==> src/rtl/virtio_available_ring_scheduler.sv <==
// Round-robin scheduler sharing one memory-read request stream among virtqueue ring handlers,
// with per-queue in-flight limiting driven by completion tokens from the memory reader.
module virtio_available_ring_scheduler #(
  parameter int unsigned QUEUES          = 4,
  parameter int unsigned TID_WIDTH       = 2,
  parameter int unsigned TDATA_WIDTH     = 32,
  parameter int unsigned MAX_OUTSTANDING = 4,
  localparam int unsigned QW = (QUEUES > 1) ? $clog2(QUEUES) : 1
) (
  input  logic                          aclk,
  input  logic                          areset,
  input  logic [QUEUES-1:0]             rx_tvalid,
  output logic [QUEUES-1:0]             rx_tready,
  input  logic [QUEUES*TID_WIDTH-1:0]   rx_tid,
  input  logic [QUEUES*TDATA_WIDTH-1:0] rx_tdata,
  output logic                          tx_tvalid,
  input  logic                          tx_tready,
  output logic [TID_WIDTH-1:0]          tx_tid,
  output logic [TDATA_WIDTH-1:0]        tx_tdata,
  output logic [QW-1:0]                 tx_tdest,
  input  logic                          done_tvalid,
  input  logic [QW-1:0]                 done_tdest,
  output logic                          error
);

  localparam int unsigned CW = $clog2(MAX_OUTSTANDING + 1);
  localparam logic [CW-1:0] MaxCnt = CW'(MAX_OUTSTANDING);

  logic [CW-1:0]          cnt_q [QUEUES];
  logic [QW-1:0]          ptr_q;
  logic                   tx_tvalid_q;
  logic [TID_WIDTH-1:0]   tx_tid_q;
  logic [TDATA_WIDTH-1:0] tx_tdata_q;
  logic [QW-1:0]          tx_tdest_q;
  logic                   error_q;

  logic [QUEUES-1:0]      eligible;
  logic [QUEUES-1:0]      dec_vec;
  logic [QUEUES-1:0]      underflow_vec;
  logic                   slot_free;
  logic                   take;
  logic                   gnt_found;
  logic [QW-1:0]          gnt_idx;
  logic [QW-1:0]          cand;
  logic [TID_WIDTH-1:0]   sel_tid;
  logic [TDATA_WIDTH-1:0] sel_tdata;
  logic                   done_bad;

  // Eligibility uses the registered count, so a completion frees a slot one cycle later.
  always_comb begin
    eligible      = '0;
    dec_vec       = '0;
    underflow_vec = '0;
    for (int unsigned i = 0; i < QUEUES; i++) begin
      eligible[i]      = rx_tvalid[i] && (cnt_q[i] < MaxCnt);
      dec_vec[i]       = done_tvalid && (done_tdest == QW'(i)) && (cnt_q[i] != '0);
      underflow_vec[i] = done_tvalid && (done_tdest == QW'(i)) && (cnt_q[i] == '0);
    end
  end

  assign done_bad  = done_tvalid && (32'(done_tdest) >= QUEUES);
  assign slot_free = !tx_tvalid_q || tx_tready;

  // First eligible queue after the pointer, wrapping modulo QUEUES.
  always_comb begin
    gnt_found = 1'b0;
    gnt_idx   = '0;
    cand      = '0;
    for (int unsigned k = 1; k <= QUEUES; k++) begin
      cand = QW'((32'(ptr_q) + k) % QUEUES);
      if (!gnt_found && eligible[cand]) begin
        gnt_found = 1'b1;
        gnt_idx   = cand;
      end
    end
  end

  assign take = !areset && slot_free && gnt_found;

  always_comb begin
    rx_tready = '0;
    if (take) begin
      rx_tready[gnt_idx] = 1'b1;
    end
  end

  always_comb begin
    sel_tid   = '0;
    sel_tdata = '0;
    for (int unsigned i = 0; i < QUEUES; i++) begin
      if (QW'(i) == gnt_idx) begin
        sel_tid   = rx_tid[i*TID_WIDTH +: TID_WIDTH];
        sel_tdata = rx_tdata[i*TDATA_WIDTH +: TDATA_WIDTH];
      end
    end
  end

  always_ff @(posedge aclk) begin
    if (areset) begin
      tx_tvalid_q <= 1'b0;
      tx_tid_q    <= '0;
      tx_tdata_q  <= '0;
      tx_tdest_q  <= '0;
      ptr_q       <= QW'(QUEUES - 1);
      error_q     <= 1'b0;
    end else begin
      if (take) begin
        tx_tvalid_q <= 1'b1;
        tx_tid_q    <= sel_tid;
        tx_tdata_q  <= sel_tdata;
        tx_tdest_q  <= gnt_idx;
        ptr_q       <= gnt_idx;
      end else if (tx_tready) begin
        tx_tvalid_q <= 1'b0;
      end
      if (done_bad || (|underflow_vec)) begin
        error_q <= 1'b1;
      end
    end
  end

  // A grant counts immediately, even while the beat still sits in the output register.
  always_ff @(posedge aclk) begin
    if (areset) begin
      for (int unsigned i = 0; i < QUEUES; i++) begin
        cnt_q[i] <= '0;
      end
    end else begin
      for (int unsigned i = 0; i < QUEUES; i++) begin
        if (rx_tready[i] && !dec_vec[i]) begin
          cnt_q[i] <= cnt_q[i] + CW'(1);
        end else if (!rx_tready[i] && dec_vec[i]) begin
          cnt_q[i] <= cnt_q[i] - CW'(1);
        end
      end
    end
  end

  assign tx_tvalid = tx_tvalid_q;
  assign tx_tid    = tx_tid_q;
  assign tx_tdata  = tx_tdata_q;
  assign tx_tdest  = tx_tdest_q;
  assign error     = error_q;

endmodule
==> config.mk <==
export PLATFORM = sky130hd
export DESIGN_NAME = virtio_available_ring_scheduler
export DESIGN_NICKNAME = d
export VERILOG_FILES = /design/src/rtl/virtio_available_ring_scheduler.sv
export SDC_FILE = /design/constraint.sdc
export NUM_CORES = 1
export LEC_CHECK = 0
export BUFFER_PORTS_ARGS = -buffer_cell sky130_fd_sc_hd__buf_4
export CORE_MARGIN = 4
export CORE_UTILIZATION = 44
export DETAILED_ROUTE_END_ITERATION = 12
export GPL_ROUTABILITY_DRIVEN = 0
export GPL_TIMING_DRIVEN = 1
export HOLD_SLACK_MARGIN = 0.05
export PLACE_DENSITY = 0.78
export RECOVER_POWER = 25
export SETUP_SLACK_MARGIN = 0.05
export SYNTH_ARGS = -nofsm -noshare
export SYNTH_HDL_FRONTEND = slang
export SYNTH_SLANG_ARGS = --single-unit
==> constraint.sdc <==
create_clock -name aclk -period 2.95 [get_ports aclk]
set_input_delay 0.295 -clock aclk [delete_from_list [all_inputs] [get_ports aclk]]
set_output_delay 0.295 -clock aclk [all_outputs]
set_load 0.005 [all_outputs]
==> impl_metrics.json, run 1 <==
{
  "antenna_cells": 0,
  "leakagePower_uw": 0.00233,
  "rows": 31,
  "dp_slack_ns": 0.337,
  "syn_avg_cell_area_um2": 10.2,
  "period_share": 0.892,
  "rsz0062_at_grt": "false",
  "core_region_area_um2": 7210,
  "slew-limit-headroom": 0.346,
  "dp_cells": 589,
  "hold_path_class": "in -> reg",
  "numCtsBuffers": 5,
  "ys_ff_latch": 52,
  "hold_depth": 3,
  "fin_util": 0.663,
  "synth.most_common_cell": "mux2i_1",
  "cts_resized": 0,
  "grt_pass1_wl_mm": 15.5,
  "wl_per_cell_um": 16.5,
  "worst_pin_slew_ns": 0.980,
  "die_w_um": 94.0,
  "cts_tree": "done",
  "fin_tns_setup_ns": 0,
  "criticalPathCategory": "reg -> reg",
  "fill_cells": 608,
  "area_growth_pct": 47.0,
  "p_per_area_nw_per_um2": 527,
  "max_stage_delay_ns": 0.45,
  "crit_buf_inv": 0,
  "yosysTopAreaCellShare": 0.246,
  "synth-edff-count": 12,
  "synthTopCellsByCount": "mux2i_1, dfxtp_1, o21ai_1",
  "clk_path_buf_depth": 2,
  "portBuffers": 187,
  "drv_slew": 0,
  "hold_violations": 0,
  "antenna_found_initial": 0,
  "clock.fmax_mhz": 380,
  "seq_area_frac_synth": 0.357,
  "hpwl_mm": 7.96,
  "postCtsHoldBufs": 0,
  "multi_input_area_um2": 1930,
  "synth_area_leader_cell": "dfxtp_1",
  "drc_errors": 0,
  "required_ns": 3.01,
  "top_level_ports": 188,
  "drtIter0Drc": 123,
  "vias": 3159,
  "r2r_cells": 9,
  "peakVddDrop_uv": 238,
  "yosysUniqueCellTypes": 48,
  "crit_chain": "nand2b_1 > o221a_2 > o32a_1 > and3_1 > nand2b_1 > fa_1 > xnor2_1 > nand3_1 > o21ai_1",
  "path_common_cell": "nand2b_1",
  "cp.depth": 9,
  "syn_nets": 472,
  "cp-start-kind": "flip-flop",
  "die-area_um2": 8830,
  "syn_area_um2": 3250,
  "slowest_stage": "edfxtp_1",
  "clk_root_buffer_cell": "clkbuf_8",
  "postCtsSetupRepairBufs": 0,
  "crit_arrival_ns": 2.69,
  "vias_per_cell": 5.29,
  "status": "complete, no violations",
  "yosys-top-cells-area": "dfxtp_1, mux2i_1, edfxtp_1",
  "synth_flop_cell": "dfxtp_1",
  "grt_pass1_vias": 3221,
  "fin_ws_ns": 0.319,
  "drive_gt1_frac": 0.414,
  "htreeDepth": 2,
  "ys_warn_count": 0,
  "clkSinkCount": 52,
  "netlist_instances": 320,
  "routed_wl_mm": 9.86,
  "grt_max_degree": 61,
  "min_period_ns": 2.63,
  "ff_latch_area_um2": 1160,
  "die_h_um": 94.0,
  "firstDrtPassIters": 4,
  "skew_ns": 0.00718,
  "crit_family": "simple AND/OR/NAND/NOR gates",
  "setup_viol_count_final": 0,
  "async_reset_ff_frac": 0,
  "clock_latency_ns": 0.30,
  "crit_path_end_kind": "flip-flop",
  "maxCapViolCount": 0,
  "whs_ns": 0.249,
  "final_cell_count_no_fill": 597,
  "antenna_left": 0,
  "num-nets-final": 649,
  "clk_pin_slew_ns": 0.10,
  "start_util": 0.451,
  "critical_path.max_fanout": 5,
  "overflow": 0,
  "grt.total_usage": 0.220
}
-- area by class of cell --
cell class | count | share of cell area
multi-input combinational | 235 | 0.404
timing repair buffer | 193 | 0.297
clock inverter | 2 | 0.00262
tap | 99 | 0.0259
clock buffer | 6 | 0.0196
inverter | 10 | 0.00785
sequential | 52 | 0.243
-- logic make-up (layout without fill, tap and decap cells) --
kind of cell / count (synthesis) / count (layout) / synth area share
simple gates: 78 / 78 / 0.155
compound gates: 74 / 74 / 0.170
mux: 71 / 71 / 0.219
flops: 52 / 52 / 0.357
buf+inv: 33 / 211 / 0.0527
fa+ha+maj: 6 / 6 / 0.0300
xor+xnor: 6 / 6 / 0.0162
-- sequential cells by signal, indices dropped and copies added, names as in the netlist --
name / flops
cnt_q: 12
error: 1
ptr_q: 2
tx_tdata: 32
tx_tdest: 2
tx_tid: 2
tx_tvalid: 1
-- worst paths after layout --
| check | start | endpoint | slack (ns) |
|---|---|---|---|
| min | rx_tdata[125] | tx_tdata[29] | 0.25 |
| min reg2reg | tx_tdata[8] | tx_tdata[8] | 0.48 |
| max | cnt_q[3][2] | cnt_q[0][2] | 0.32 |
| max reg2reg | cnt_q[3][2] | cnt_q[0][2] | 0.32 |
-- power by group --
| part | total, uW | leakage (uW) | switching, uW | internal [uW] |
|---|---|---|---|---|
| combinational | 1070 | 0.00182 | 497 | 578 |
| clock | 451 | 0.0000523 | 234 | 217 |
| sequential | 991 | 0.000458 | 96.2 | 895 |
| total | 2520 | 0.00233 | 827 | 1690 |
-- per-layer routing --
layer	vias to the layer above	GRT usage	routed length, um
li1	1554	-	-
met1	1471	0.272	3900
met2	117	0.383	5070
met3	17	0.0553	687
met4	0	0.0529	198
met5	-	0	0
-- through the flow --
step	instance area [um^2]	total power, uW
5_1_grt	4780	2670
4_1_cts	4820	2570
3_5_place_dp	4710	2120
6_report	4780	2520
3_3_place_gp	4710	2090
2_1_floorplan	3250	1620
-- tightest hold or removal path: cells and delay by family --
family / cells / cell delay [ns]
compound gates: 1 / 0.10
buf+inv: 1 / 0.08
mux: 1 / 0.05
-- cell usage in the layout, fill, tap and decap left out, types with 3 or more instances in the layout --
master     netlist  routed
or3_1            3       3
nand2b_1        11      11
nor3_1           4       4
nand2_1          7       7
a2bb2oi_1       22      22
dfxtp_1         40      40
edfxtp_1        12      12
nand3_1          3       3
nand3b_1        14      14
o21ai_1         26      26
mux2i_1         70      70
clkbuf_1         9      11
clkbuf_8         0       5
buf_4            7     166
xnor2_1          4       4
inv_1            9       9
nor2_1          18      17
o221ai_1        13      13
ha_1             3       3
fa_1             3       3
clkbuf_4         0      15
(Power assumes the default switching activity.)
==> inputs of run 2 (changes only) <==
==> constraint.sdc (replaced) <==
create_clock -name aclk -period 2.95 [get_ports aclk]
set_input_delay 0.7375 -clock aclk [delete_from_list [all_inputs] [get_ports aclk]]
set_output_delay 0.7375 -clock aclk [all_outputs]
set_load 0.005 [all_outputs]
==> run 2 against run 1 <==
Effect of this change:
- via count rose by 0.89%
- hold slack gained 0.23 ns
- critical endpoint is now rx_tready[3]
- highest routed layer unchanged
- largest power group unchanged
- worst setup slack worse by 0.18 ns
- utilization rose by 1.4 points
- flip-flop and latch count unchanged
==> impl_metrics.json, run 2 (synthesis results as in run 1) <==
{
  "status": "complete, no violations",
  "skew_ns": 0.00652,
  "drive_gt1_frac": 0.430,
  "drv_slew": 0,
  "path_common_cell": "buf_4",
  "mostFrequentLayoutCell": "buf_4",
  "grt_pass1_vias": 3281,
  "num-nets-final": 663,
  "drc_errors": 0,
  "combPwrFrac": 0.440,
  "antenna_left": 0,
  "leakagePower_uw": 0.00240,
  "overflow": 0,
  "hold_violations": 0,
  "antenna_found_initial": 0,
  "min_period_ns": 2.82,
  "start_util": 0.451,
  "slowest_stage": "or3_1",
  "grt.total_usage": 0.221,
  "clock.fmax_mhz": 355,
  "worst_pin_slew_ns": 0.748,
  "firstDrtPassIters": 4,
  "cp-start-kind": "input pin",
  "drtIter0Drc": 105,
  "fin_tns_setup_ns": 0,
  "stdcell_area_um2": 4880,
  "mostFrequentLayoutCells": "buf_4, mux2i_1, dfxtp_1",
  "grt_max_degree": 49,
  "period_share": 0.954,
  "vias_per_cell": 5.22,
  "seqPwrFrac": 0.395,
  "crit_arrival_ns": 2.08,
  "slew-limit-headroom": 0.502,
  "top_level_ports": 188,
  "clkSinkCount": 52,
  "cts_tree": "done",
  "numCtsBuffers": 5,
  "routed_wl_mm": 10.1,
  "fill_cells": 620,
  "vias": 3187,
  "grt_pass1_wl_mm": 15.4,
  "p_total_uw": 2510,
  "clock_latency_ns": 0.30,
  "hold_path_class": "reg -> reg",
  "criticalPathCategory": "in -> out",
  "maxCapViolCount": 0,
  "hpwl_mm": 8.29,
  "clk_root_buffer_cell": "clkbuf_8",
  "clk_pin_slew_ns": 0.09,
  "die_w_um": 94.0,
  "post_dp_cell_area_um2": 4780,
  "crit_buf_inv": 3,
  "rows": 31,
  "clk_path_buf_depth": 2,
  "antenna_cells": 0,
  "wl_per_cell_um": 16.5,
  "power_frac_clock": 0.165,
  "core_region_area_um2": 7210,
  "p_per_area_nw_per_um2": 515,
  "power.internal_uw": 1690,
  "required_ns": 2.21,
  "max_stage_delay_ns": 0.41,
  "crit_chain": "buf_4 > nor2b_4 > nor4_4 > or3_1 > buf_4 > nor3_4 > buf_4",
  "rsz0062_at_grt": "false",
  "largest_register_ffs": 32,
  "area_growth_pct": 50.0,
  "die_h_um": 94.0,
  "p_switching_uw": 822,
  "crit_path_end_kind": "output pin",
  "setup_viol_count_final": 0,
  "portBuffers": 187,
  "p_sw_frac": 0.327,
  "htreeDepth": 2,
  "crit_family": "simple AND/OR/NAND/NOR gates",
  "peakVddDrop_uv": 217,
  "critical_path.max_fanout": 16,
  "die-area_um2": 8830
}
run 2: stage by stage:
stage	std cells	utilization	hold slack [ns]	worst slack [ns]
final	611	0.676	0.480	0.135
after global routing	611	0.676	0.508	0.0478
after CTS	607	0.675	0.485	0.0951
after detailed placement	599	0.662	0.463	0.0364
after global placement	599	0.662	0.457	0.0809
after floorplan	320	-	0.468	0.203
run 2: cell type report:
cell class | count | area (um^2) | share of cell area
Clock buffer | 8 | 90.1 | 0.0185
Sequential cell | 52 | 1160 | 0.238
Timing Repair Buffer | 207 | 1520 | 0.312
Multi-Input combinational cell | 235 | 1940 | 0.399
Inverter | 10 | 37.5 | 0.00770
Tap cell | 99 | 124 | 0.0254
run 2: layer usage:
layer | vias up | share of wire | routed length [um] | global-route usage
li1 | 1576 | - | - | -
met1 | 1499 | 0.40 | 4000 | 0.262
met2 | 100 | 0.52 | 5280 | 0.396
met3 | 12 | 0.062 | 630 | 0.0569
met4 | 0 | 0.018 | 177 | 0.0554
met5 | - | 0 | 0 | 0
run 2: path summary, 6_finish.rpt:
path                                   start           end  slack (ns)  depth (start not counted)
worst max-delay path            rx_tvalid[2]  rx_tready[3]        0.13                          7
worst min-delay path            tx_tdata[11]  tx_tdata[11]        0.48                          2
worst max register to register   cnt_q[1][2]   tx_tdata[0]        0.34                          7
worst min register to register  tx_tdata[11]  tx_tdata[11]        0.48                          2
run 2: power by group through the flow:
stage	combinational, uW	sequential (uW)	clock, uW
finish	1110	991	414
CTS	1130	993	424
detailed placement	1130	1010	0
global route	1200	1010	454
floorplan	616	1000	0
global placement	1100	1000	0
run 2: worst register-to-register path, cell delays in order (launching register included):
cell and delay [ns]:
edfxtp_1 0.49, nand2b_1 0.23, or3_1 0.37, o211ai_4 0.18, buf_4 0.66, mux2i_1 0.31, a2bb2oi_1 0.18, o21ai_1 0.09
run 2: repair_timing:
action | CTS | global route
setup endpoints to repair | 0 | 1
resized for setup | 0 | 2
hold buffers | 0 | 0
hold endpoints to repair | 0 | 0
buffers inserted | 0 | 4
==> inputs of run 3 (changes only) <==
==> constraint.sdc (replaced) <==
create_clock -name aclk -period 2.95 [get_ports aclk]
set_input_delay 0.7375 -clock aclk [delete_from_list [all_inputs] [get_ports aclk]]
set_output_delay 0.7375 -clock aclk [all_outputs]
set_load 0.02 [all_outputs]
==> run 3 against run 2 <==
Effect of this change:
- fmax up 0.90%
- register-to-register slack worse by 0.03 ns
- design area down 0.95%
- hold slack better by 0.00082 ns
- non-clock buffer count down 1
- sequential share of layout area up 0.23 points
- clock skew up 0.0038 ns
- via count up 1.5%
- flip-flop and latch count unchanged
- worst setup slack better by 0.025 ns
==> impl_metrics.json, run 3 (synthesis results as in run 1) <==
{
  "grt_pass1_vias": 3378,
  "crit_family": "simple AND/OR/NAND/NOR gates",
  "worst_pin_slew_ns": 0.756,
  "crit_arrival_ns": 2.05,
  "rows": 31,
  "die-area_um2": 8830,
  "cp-start-kind": "input pin",
  "die_h_um": 94.0,
  "path_common_cell": "buf_4",
  "min_period_ns": 2.79,
  "crit_chain": "buf_4 > nor2b_4 > nor4_2 > or3_4 > buf_6 > nor3_4 > buf_4",
  "whs_ns": 0.480,
  "die_w_um": 94.0,
  "crit_path_end_kind": "output pin",
  "vias": 3235,
  "antenna_found_initial": 0,
  "slowest_stage": "or3_4",
  "max_stage_delay_ns": 0.40,
  "clk_root_buffer_cell": "clkbuf_8",
  "critical_path.max_fanout": 16,
  "slew-limit-headroom": 0.496,
  "top_level_ports": 188,
  "largest_register_ffs": 32,
  "core_region_area_um2": 7210,
  "vias_per_cell": 5.30,
  "rsz0062_at_grt": "false",
  "clock_latency_ns": 0.30,
  "crit_buf_inv": 3,
  "hold_path_class": "reg -> reg",
  "setup_viol_count_final": 0,
  "skew_ns": 0.0103,
  "drc_errors": 0,
  "post_dp_cell_area_um2": 4780,
  "hpwl_mm": 8.47,
  "fin_tns_setup_ns": 0,
  "hold_violations": 0,
  "drv_slew": 0,
  "maxCapViolCount": 0,
  "num-nets-final": 662,
  "antenna_cells": 0,
  "portBuffers": 187,
  "criticalPathCategory": "in -> out",
  "antenna_left": 0,
  "leakagePower_uw": 0.00235,
  "cts_tree": "done",
  "clk_pin_slew_ns": 0.10,
  "grt.total_usage": 0.226,
  "start_util": 0.451,
  "routed_wl_mm": 10.2,
  "grt_max_degree": 49,
  "peakVddDrop_uv": 242,
  "status": "complete, no violations",
  "clkSinkCount": 52,
  "period_share": 0.946,
  "stdcell_area_um2": 4830,
  "htreeDepth": 2,
  "firstDrtPassIters": 4,
  "drive_gt1_frac": 0.403,
  "required_ns": 2.21,
  "numCtsBuffers": 5,
  "p_per_area_nw_per_um2": 557,
  "clock.fmax_mhz": 358,
  "overflow": 0,
  "mostFrequentLayoutCells": "buf_4, mux2i_1, dfxtp_1",
  "clk_path_buf_depth": 2,
  "mostFrequentLayoutCell": "buf_4",
  "area_growth_pct": 48.6,
  "drtIter0Drc": 117,
  "wl_per_cell_um": 16.8,
  "grt_pass1_wl_mm": 15.9
}
run 3: final timing paths:
path	start	cells past startpoint	slack [ns]	to
setup reg to reg	cnt_q[3][2]	9	0.31	cnt_q[1][2]
hold / removal	tx_tdata[11]	2	0.48	tx_tdata[11]
hold reg to reg	tx_tdata[11]	2	0.48	tx_tdata[11]
setup / recovery	rx_tvalid[2]	7	0.16	rx_tready[3]
run 3: what timing repair did:
| item | CTS | global route |
|---|---|---|
| resized for setup | 0 | 2 |
| buffers inserted | 0 | 2 |
| hold buffers | 0 | 0 |
| setup endpoints to repair | 0 | 2 |
run 3: layer usage:
layer,wire (um),vias up,global-route usage,share of wire
met5,0,-,0,0
met4,217,0,0.0614,0.021
met3,639,17,0.0545,0.063
met2,5480,119,0.419,0.54
met1,3890,1519,0.256,0.38
li1,-,1580,-,-
run 3: final cells by class:
type | instances | area [um^2]
clock buffers | 7 | 108
flip-flops and latches | 52 | 1160
inverters | 10 | 37.5
repair buffers | 206 | 1460
clock inverters | 1 | 8.76
well taps | 99 | 124
fillers | 638 | 2380
multi-input cells | 235 | 1940
run 3: power by group:
part | internal [uW] | switching, uW | total, uW
logic | 569 | 657 | 1230
clock network | 243 | 232 | 475
registers | 895 | 96.7 | 992
total | 1710 | 985 | 2690
run 3: worst register-to-register path: cells and delay by family (launching register included):
family	cells	cell delay, ns
xor+xnor	1	0.25
fa+ha+maj	1	0.39
compound gates	3	0.60
simple gates	4	0.79
flops	1	0.46
run 3: stage by stage:
step | setup slack [ns] | std cells | utilization | power [uW]
floorplan | 0.161 | 320 | - | 1770
global placement | 0.0778 | 600 | 0.663 | 2270
detailed placement | 0.0280 | 600 | 0.663 | 2310
CTS | 0.0706 | 608 | 0.679 | 2780
global route | 0.0564 | 610 | 0.670 | 2850
finish | 0.160 | 610 | 0.670 | 2690
